--- src/rtl/dp_ctrl_pkg.sv ---
// Shared constants for the datapath sequencer: widths, instruction field
// positions, opcode values and FSM state encoding.
package dp_ctrl_pkg;

    localparam int DATA_W    = 8;
    localparam int ALU_SEL_W = 5;
    localparam int INSTR_W   = 16;

    localparam int OPC_MSB = 15;
    localparam int OPC_LSB = 13;
    localparam int REG_BIT = 12;
    localparam int RSV_MSB = 11;
    localparam int RSV_LSB = 8;
    localparam int IMM_MSB = 7;
    localparam int IMM_LSB = 0;
    localparam int ALU_MSB = 4;
    localparam int ALU_LSB = 0;

    localparam logic [2:0] OP_NOP  = 3'd0;
    localparam logic [2:0] OP_LDI  = 3'd1;
    localparam logic [2:0] OP_PSHI = 3'd2;
    localparam logic [2:0] OP_POPR = 3'd3;
    localparam logic [2:0] OP_ALU  = 3'd4;
    localparam logic [2:0] OP_ALUR = 3'd5;
    localparam logic [2:0] OP_CLR  = 3'd6;
    localparam logic [2:0] OP_ILL  = 3'd7;

    typedef enum logic [1:0] {
        ST_IDLE = 2'd0,
        ST_EXEC = 2'd1,
        ST_WB   = 2'd2
    } state_e;

endpackage

--- src/rtl/dp_instr_decode.sv ---
// Combinational field extraction for one micro-instruction word, plus the
// two op-class flags the sequencer keys its hold registers on.
module dp_instr_decode
    import dp_ctrl_pkg::*;
(
    input  logic [INSTR_W-1:0]   i_ir,
    output logic [2:0]           o_op,
    output logic                 o_reg_tgt,
    output logic [DATA_W-1:0]    o_imm,
    output logic [ALU_SEL_W-1:0] o_alu_sel,
    output logic                 o_reg_load,
    output logic                 o_alu_op
);

    // Bits [11:8] carry no meaning for any opcode.
    logic [RSV_MSB-RSV_LSB:0] w_unused_rsvd;

    assign o_op          = i_ir[OPC_MSB:OPC_LSB];
    assign o_reg_tgt     = i_ir[REG_BIT];
    assign o_imm         = i_ir[IMM_MSB:IMM_LSB];
    assign o_alu_sel     = i_ir[ALU_MSB:ALU_LSB];
    assign o_reg_load    = (o_op == OP_LDI) || (o_op == OP_POPR) || (o_op == OP_ALUR);
    assign o_alu_op      = (o_op == OP_ALU) || (o_op == OP_ALUR);
    assign w_unused_rsvd = i_ir[RSV_MSB:RSV_LSB];

endmodule

--- src/rtl/datapath_sequencer.sv ---
// Micro-instruction sequencer for the 8-bit register/ALU/stack datapath.
// IDLE -> EXEC [-> WB] -> IDLE; every instruction retires with a done pulse.
module datapath_sequencer
    import dp_ctrl_pkg::*;
(
    input  logic                 clk,
    input  logic                 rstn,
    input  logic [INSTR_W-1:0]   instr,
    input  logic                 instr_valid,
    output logic                 instr_ready,
    output logic                 done,
    output logic                 busy,
    output logic                 err,
    output logic                 carry_flag,
    output logic                 reg_sel,
    output logic                 reg_we,
    output logic [DATA_W-1:0]    reg_din,
    output logic [ALU_SEL_W-1:0] alu_sel,
    input  logic [DATA_W-1:0]    alu_output,
    input  logic                 alu_carry,
    output logic                 stack_push,
    output logic                 stack_pop,
    output logic                 stack_rstn,
    output logic [DATA_W-1:0]    stack_din,
    input  logic [DATA_W-1:0]    stack_dout,
    input  logic                 stack_full,
    input  logic                 stack_empty,
    output logic [1:0]           dbg_state
);

    // Handshake: a word transfers on a rising edge where instr_valid and
    // instr_ready are both high; instr_ready stays low until the done cycle
    // has passed, so a held instr_valid is only taken again from IDLE.
    state_e                 r_state;
    state_e                 w_state_nxt;
    logic [INSTR_W-1:0]     r_ir;
    logic [INSTR_W-1:0]     w_ir_src;
    logic                   r_reg_sel;
    logic [ALU_SEL_W-1:0]   r_alu_sel;
    logic [DATA_W-1:0]      r_reg_din;
    logic [DATA_W-1:0]      r_stack_din;
    logic                   r_err;
    logic                   r_carry;

    logic [2:0]             w_op;
    logic                   w_reg_tgt;
    logic [DATA_W-1:0]      w_imm;
    logic [ALU_SEL_W-1:0]   w_alu_sel;
    logic                   w_reg_load;
    logic                   w_alu_op;
    logic                   w_accept;
    logic                   w_exec;
    logic                   w_wb;
    logic                   w_clr_pulse;
    logic                   w_err_set;

    // In IDLE decode the word on the bus so hold registers load at accept.
    assign w_ir_src = (r_state == ST_IDLE) ? instr : r_ir;

    dp_instr_decode u_decode (
        .i_ir       (w_ir_src),
        .o_op       (w_op),
        .o_reg_tgt  (w_reg_tgt),
        .o_imm      (w_imm),
        .o_alu_sel  (w_alu_sel),
        .o_reg_load (w_reg_load),
        .o_alu_op   (w_alu_op)
    );

    assign w_accept = instr_valid && (r_state == ST_IDLE);
    assign w_exec   = (r_state == ST_EXEC);
    assign w_wb     = (r_state == ST_WB);

    always_comb begin
        w_state_nxt = r_state;
        reg_we      = 1'b0;
        stack_push  = 1'b0;
        stack_pop   = 1'b0;
        done        = 1'b0;
        w_clr_pulse = 1'b0;
        w_err_set   = 1'b0;
        case (r_state)
            ST_IDLE: begin
                if (instr_valid) w_state_nxt = ST_EXEC;
            end
            ST_EXEC: begin
                w_state_nxt = ST_IDLE;
                done        = 1'b1;
                case (w_op)
                    OP_LDI:  reg_we = 1'b1;
                    OP_PSHI: begin
                        if (stack_full) w_err_set  = 1'b1;
                        else            stack_push = 1'b1;
                    end
                    OP_POPR: begin
                        if (stack_empty) begin
                            w_err_set = 1'b1;
                        end else begin
                            stack_pop   = 1'b1;
                            done        = 1'b0;
                            w_state_nxt = ST_WB;
                        end
                    end
                    OP_ALU, OP_ALUR: begin
                        done        = 1'b0;
                        w_state_nxt = ST_WB;
                    end
                    OP_CLR:  w_clr_pulse = 1'b1;
                    OP_ILL:  w_err_set   = 1'b1;
                    default: ;
                endcase
            end
            ST_WB: begin
                w_state_nxt = ST_IDLE;
                done        = 1'b1;
                case (w_op)
                    OP_POPR, OP_ALUR: reg_we = 1'b1;
                    OP_ALU: begin
                        if (stack_full) w_err_set  = 1'b1;
                        else            stack_push = 1'b1;
                    end
                    default: ;
                endcase
            end
            default: w_state_nxt = ST_IDLE;
        endcase
    end

    always_ff @(posedge clk or negedge rstn) begin
        if (!rstn) begin
            r_state <= ST_IDLE;
            r_ir    <= '0;
        end else begin
            r_state <= w_state_nxt;
            if (w_accept) r_ir <= instr;
        end
    end

    // ALU results are captured at the end of EXEC, after alu_sel has been
    // stable for the whole cycle; the write itself happens in WB.
    always_ff @(posedge clk or negedge rstn) begin
        if (!rstn) begin
            r_reg_sel   <= 1'b0;
            r_alu_sel   <= '0;
            r_reg_din   <= '0;
            r_stack_din <= '0;
        end else begin
            if (w_accept) begin
                if (w_reg_load)         r_reg_sel   <= w_reg_tgt;
                if (w_alu_op)           r_alu_sel   <= w_alu_sel;
                if (w_op == OP_LDI)     r_reg_din   <= w_imm;
                if (w_op == OP_PSHI)    r_stack_din <= w_imm;
            end
            if (w_exec && (w_op == OP_ALUR)) r_reg_din   <= alu_output;
            if (w_exec && (w_op == OP_ALU))  r_stack_din <= alu_output;
            if (w_wb && (w_op == OP_POPR))   r_reg_din   <= stack_dout;
        end
    end

    always_ff @(posedge clk or negedge rstn) begin
        if (!rstn) begin
            r_err   <= 1'b0;
            r_carry <= 1'b0;
        end else begin
            if (w_err_set)        r_err <= 1'b1;
            else if (w_clr_pulse) r_err <= 1'b0;
            if (w_clr_pulse)           r_carry <= 1'b0;
            else if (w_wb && w_alu_op) r_carry <= alu_carry;
        end
    end

    // Popped data only appears the cycle after the pop, so pass it straight through in WB.
    assign reg_din     = (w_wb && (w_op == OP_POPR)) ? stack_dout : r_reg_din;
    assign instr_ready = (r_state == ST_IDLE);
    assign busy        = (r_state != ST_IDLE);
    assign err         = r_err;
    assign carry_flag  = r_carry;
    assign reg_sel     = r_reg_sel;
    assign alu_sel     = r_alu_sel;
    assign stack_din   = r_stack_din;
    assign stack_rstn  = rstn & ~w_clr_pulse;
    assign dbg_state   = r_state;

endmodule

--- config.mk ---
export PLATFORM = sky130hd
export DESIGN_NAME = datapath_sequencer
export DESIGN_NICKNAME = d
export VERILOG_FILES = /design/src/rtl/dp_ctrl_pkg.sv /design/src/rtl/dp_instr_decode.sv /design/src/rtl/datapath_sequencer.sv
export SDC_FILE = /design/constraint.sdc
export NUM_CORES = 1
export LEC_CHECK = 0
export ABC_AREA = 1
export BUFFER_PORTS_ARGS = -buffer_cell sky130_fd_sc_hd__buf_2
export CELL_PAD_IN_SITES_DETAIL_PLACEMENT = 1
export CELL_PAD_IN_SITES_GLOBAL_PLACEMENT = 1
export CORE_UTILIZATION = 39
export CTS_BUF_LIST = sky130_fd_sc_hd__clkbuf_8 sky130_fd_sc_hd__clkbuf_16
export CTS_CLUSTER_DIAMETER = 100
export DETAILED_ROUTE_END_ITERATION = 12
export GPL_TIMING_DRIVEN = 0
export PLACE_DENSITY_LB_ADDON = 0.1
export REMOVE_ABC_BUFFERS = 1
export SYNTH_ARGS = -nofsm -noshare
export SYNTH_HDL_FRONTEND = slang
export SYNTH_SLANG_ARGS = --single-unit
--- constraint.sdc ---
create_clock -name clk -period 4.58 [get_ports clk]
set_input_delay 0.229 -clock clk [delete_from_list [all_inputs] [get_ports clk]]
set_output_delay 0.229 -clock clk [all_outputs]
set_load 0.01 [all_outputs]
### Word-level counts from Yosys, hierarchy flattened

Cells that the tools add are included.

* bits in registers: 42
* input bits: 38
* output and inout port bits: 33

* eq/ne operators: 10
* multiplexer cells: 36
* bitwise gates (word level): 2
* reductions and logical operators: 22

Operators with widths (count)
* $mux W8: 8
* $mux W1: 17
* $mux W16: 1
* $eq A3 B3 Y1 const B: 4
* $pmux W1 S2: 5
* $reduce_bool A2 Y1: 5
* $pmux W2 S2: 2
* $reduce_and A2 Y1: 4
* $eq A3 B2 Y1 const B: 2
* $reduce_bool A3 Y1: 2
* $logic_and A1 B1 Y1: 5
* $mux W2: 2
* $reduce_or A2 Y1: 2
* $eq A3 B1 Y1 const B: 1
* $logic_or A1 B1 Y1: 3
* $pmux W1 S3: 1
* $eq A2 B1 Y1 const B: 1
* $eq A2 B2 Y1 const B: 1
* $logic_not A2 Y1: 1
* $ne A2 B2 Y1 const B: 1
* $and A1 B1 Y1: 1
* $not A1 Y1: 1

### Longest topological paths before layout

* word-level depth: 7
* depth in mapped cells: 14
* gate-level depth less buffers: 13

### Hierarchy

A second synthesis with hierarchy kept.

* cell total of the unflattened synthesis: 362
* area, all modules: 2568.7 um2

By module, submodules not included
* datapath_sequencer: times used 1, cells each 341, area an instance 2424.8 um2, sequential area each 1051.0 um2
* dp_instr_decode: times used 1, cells each 21, area an instance 143.9 um2, sequential area each 0.0 um2

### Worst setup path after synthesis

OpenSTA, ideal clock, no wires.

* kind: register to output
* start point: register r_state[0] (netlist: dbg_state[0])
* end point: output port done
* data arrival time: 1758 ps
* required time: 4351 ps
* setup slack: 2593 ps
* stages on the path, launching flop included: 13
* path buffers: 1
* cell sequence: dfrtp_1 > inv_1 > ha_1 > buf_6 > inv_6 > nand2_4 > nand2_4 > nor2_4 > nand2_1 > nor2_1 > nor2_1 > nand2_1 > a21boi_0

* word-level cells in the longest chain between the ends: 6
* elaborated cells on any way between the ends: 10
* classes of those cells: 5 x eq/ne; 3 x mux; 2 x reduce/logical

RTL lines
* from (decl): RTL line datapath_sequencer.sv:34 `state_e r_state;`
* from (signal assigned): RTL line datapath_sequencer.sv:134 `r_state <= w_state_nxt;`
* $logic_not A2 Y1 (*)
* named net instr_ready: RTL line datapath_sequencer.sv:10 `output logic instr_ready,`
* $mux W16 (*): RTL line datapath_sequencer.sv:58 `assign w_ir_src = (r_state == ST_IDLE) ? instr : r_ir;`
* $eq A3 B3 Y1: RTL line datapath_sequencer.sv:89 `case (w_op)`
* $reduce_or A2 Y1: RTL line datapath_sequencer.sv:89
* $pmux W1 S2 (*): RTL line datapath_sequencer.sv:89
* $pmux W1 S2 (*): RTL line datapath_sequencer.sv:82 `case (r_state)`
* to (decl): RTL line datapath_sequencer.sv:11 `output logic done,`

The timed path passes the listed nets; every way through them passes the cells marked *.

### Worst setup path after layout

* start point: register r_state[0] (netlist: dbg_state[0])
* end point: register r_reg_din[0]

* word-level cells in the longest chain between the ends: 6
* elaborated cells on any way between the ends: 17
* classes of those cells: 5 x eq/ne; 5 x mux; 7 x reduce/logical

RTL lines
* $logic_not A2 Y1: RTL line datapath_sequencer.sv:58, datapath_sequencer.sv:70
* $mux W16: RTL line datapath_sequencer.sv:58
* $eq A3 B3 Y1, or another cell as far along: RTL line datapath_sequencer.sv:154 `if (w_exec && (w_op == OP_ALUR)) r_reg_din <= alu_output;`
* $logic_and A1 B1 Y1, or another cell as far along: RTL line datapath_sequencer.sv:154
* $reduce_bool A3 Y1 (no source line) / $mux W8 (equally long branches)
* $reduce_and A2 Y1 (no source line) / $mux W8 (equally long branches)
* to (signal assigned): RTL line datapath_sequencer.sv:151 `if (w_op == OP_LDI) r_reg_din <= w_imm;`
* to (signal assigned): RTL line datapath_sequencer.sv:154
* to (signal assigned): RTL line datapath_sequencer.sv:156 `if (w_wb && (w_op == OP_POPR)) r_reg_din <= stack_dout;`
* to (decl): RTL line datapath_sequencer.sv:40 `logic [DATA_W-1:0] r_reg_din;`

Parallel ways exist; a longest one is shown, timed or not. The select of a mux whose other input is x is not followed.
A chain may end at the register's enable or synchronous reset.

==> metrics.md <==
| Metric | Value |
|---|---|
| Synthesized area | 2370 um^2 |
| IO buf count | 66 |
| Die width | 80.0 um |
| Worst path bufs/invs | 2 |
| # DRC | 0 |
| Comb pwr share | 56.6% |
| Sink Count | 38 |
| Lkg Pwr | 1.62 nW |
| Top Family by Delay on Critical Path | simple AND/OR/NAND/NOR gates |
| Via density | 4.90 |
| Clock insertion delay at the later pin of the skew report | 0.30 ns |
| Max clock buf depth | 2 |
| Worst Path Arrival | 3.22 ns |
| First-pass GRT wire length | 10500 um |
| I/O pins | 71 |
| Largest cells by area after synthesis | dfrtp_1 40%, nand2_1 21%, o21ai_0 5.3% |
| CP Class | reg2reg |
| Sw frac | 47.7% |
| Syn avg cell area | 7.27 um^2 |
| Starting Density | 40.3% |
| Register area share after synthesis | 40.1% |
| Die area | 6400 um^2 |
| Fin. max-slew vios | 0 |
| P_int | 1.15 mW |
| Count leader, synth | nand2_1 |
| # rows | 28 |
| Post-CTS Hold Buffers | 0 |
| Post-synth top area cell | dfrtp_1 |
| H-tree Lvls | 2 |
| Ordered list of cells on the worst path | inv_1 > ha_1 > nand2_1 > inv_1 > nand4_1 > nand3_4 > nand2_1 > nor2_1 > nor2_1 |
| Drt pass-1 iters | 4 |
| Worst reg2reg path endpoint | r_reg_din[0] |
| Area grow syn2layout | 21.4% |
| Gp weighted congestion | 0.783 |
| Layout cell share with drive strength beyond 1 | 25.1% |
| Design Area, Final | 2880 um^2 |
| Final setup TNS | 0 ns |
| Antenna viol nets, final | 0 |
| RSZ-0062 raised after global routing | false |
| Final Non-Filler Cells | 466 |
| Commonest cells post-synth | 134 x nand2_1, 38 x dfrtp_1, 32 x inv_1, 25 x nor2_1, 25 x o21ai_0 |
| N_diodes | 0 |
| CP endpoint | r_reg_din[0] |
| Power per Cell Area | 761 nW/um^2 |
| Final period util | 66.1% |
| Fin. Hold Viols | 0 |
| Final #Nets | 431 |
| Share of the synthesized area in the top cell type | 40.1% |
| Post-CTS Resized | 0 |
| Placed cells | 458 |
| Max_slew headroom | 39.3% |
| CTS tree | done |
| Via count | 2285 |
| Slew at the pin closest to its max-slew limit | 0.910 ns |
| Worst Setup End Kind | flip-flop |
| CP Launch Type | flip-flop |
| Fill count | 801 |
| # setup viols final | 0 |
| Req. time, crit path | 4.78 ns |
| Clock Power Share | 16.6% |
| Final HPWL DP | 4680 um |
| Core ar. | 5890 um^2 |
| Register share of total power | 26.8% |
| Reg-to-Reg Start | dbg_state[0] |
| Min-delay worst type | in2async |
| Yosys warnings | 0 |
| Root buffer cell | clkbuf_8 |
| Global Route Usage Sum | 21.3% |
| Iteration-0 DRC Markers | 107 |
| Main flop type after synthesis | dfrtp_1 |
| Unique masters post-synth | 33 |
| Ys async rst share | 100% |
| Final min period | 3.03 ns |
| Overall die height | 80.0 um |
| Peak VDD IR | 0.377 mV |
| Psw | 1.05 mW |
| EDFF count, synth | 0 |
| F_max | 0.330 GHz |
| Critical path peak fanout | 24 |
| Worst setup path start | dbg_state[0] |
| Clk pin slew, worst setup/hold paths | 0.08 ns |
| Status | completed |
| Overflow after GRT | 0 |
| Initial antenna violation count | 0 |
| CP Depth | 9 |
| Clock buffer count from CTS | 5 |
| Setup Skew | 0.00590 ns |
| MaxCap Viol Count | 0 |
| Per-cell routed wire length | 13.6 um |
| Slowest cell on the critical path | nand2_1 |
| R2r setup slk | 1.55 ns |
| Worst Reg-to-Reg Cells | 9 |
| Post-CTS Setup Bufs | 0 |
| Vias in the first global route | 2202 |
| Seq cells post-synth | 38 |
| Pin count of the biggest net entering global routing | 40 |
| Syn Inst Count | 326 |
| Final WL | 6320 um |
| Critical path's largest stage delay | 0.67 ns |
| Area after DPL | 2740 um^2 |
-- state kept, by name, indices dropped and copies added (netlist names) --
name / flops
stack_din: 8
err: 1
reg_sel: 1
r_ir: 12
r_reg_din: 8
alu_sel: 5
carry_flag: 1
dbg_state: 2
-- layer usage --
metal,wire (um),vias up,GRT usage [%],share of wire (%)
met5,0,-,0,0
li1,-,1159,-,-
met4,67,0,5.36,1.1
met2,3080,48,36.3,49
met1,2920,1072,27.9,46
met3,249,6,3.66,3.9
-- worst min-delay path by stage --
| stage | start | endpoint | slack (ns) | cells past startpoint |
|---|---|---|---|---|
| 5_1_grt | rstn | alu_sel[2] | 0.15 | 1 |
| 3_3_place_gp | rstn | r_ir[2] | 0.40 | 1 |
| 6_report | rstn | r_ir[2] | 0.06 | 1 |
| 3_5_place_dp | rstn | r_ir[2] | 0.41 | 1 |
| 2_1_floorplan | rstn | alu_sel[0] | -0.07 | 0 |
| 4_1_cts | rstn | r_ir[2] | 0.09 | 1 |
-- cell families (layout without fill, tap and decap cells) --
kind of cell,count (synthesis),in the layout,synth area share [%]
flops,38,38,40.1
buf+inv,46,111,8.71
compound gates,42,42,10.0
simple gates,196,196,39.2
fa+ha+maj,3,3,1.58
mux,1,1,0.422
-- per-stage QoR --
step / hold slack, ns / utilization [%] / setup WS (ns) / power [mW]
finish: 0.0596 / 48.9 / 1.55 / 2.19
CTS: 0.0927 / 48.9 / 1.53 / 2.22
floorplan: -0.0666 / - / 2.13 / 1.46
global placement: 0.402 / 46.5 / 1.55 / 1.81
detailed placement: 0.412 / 46.5 / 1.55 / 1.85
global route: 0.150 / 48.9 / 1.20 / 2.40
-- layout by cell type (no fill, tap or decap), types with 6 or more instances in the layout --
cell type | synthesis | layout
nand4_1 | 10 | 10
o21ai_0 | 25 | 25
dfrtp_1 | 38 | 38
nor2_1 | 25 | 25
buf_2 | 2 | 66
inv_1 | 32 | 32
clkbuf_8 | 0 | 6
o211ai_1 | 7 | 7
nand2_1 | 134 | 134
-- final cells by class --
type,count,area [um^2],area share (%)
Clock buffer,6,82.6,2.87
Clock inverter,2,60.1,2.09
Inverter,37,148,5.13
Multi-Input combinational cell,242,1210,42.2
Sequential cell,38,951,33.0
Tap cell,75,93.8,3.26
Timing Repair Buffer,66,330,11.5
-- power groups by stage --
| stage | combinational [mW] | clock (mW) | sequential [mW] |
|---|---|---|---|
| 4_1_cts | 1.26 | 0.370 | 0.588 |
| 6_report | 1.24 | 0.365 | 0.587 |
| 3_3_place_gp | 1.22 | 0 | 0.587 |
| 5_1_grt | 1.41 | 0.380 | 0.606 |
| 3_5_place_dp | 1.25 | 0 | 0.594 |
| 2_1_floorplan | 0.845 | 0 | 0.614 |
(Power assumes the default switching activity.)
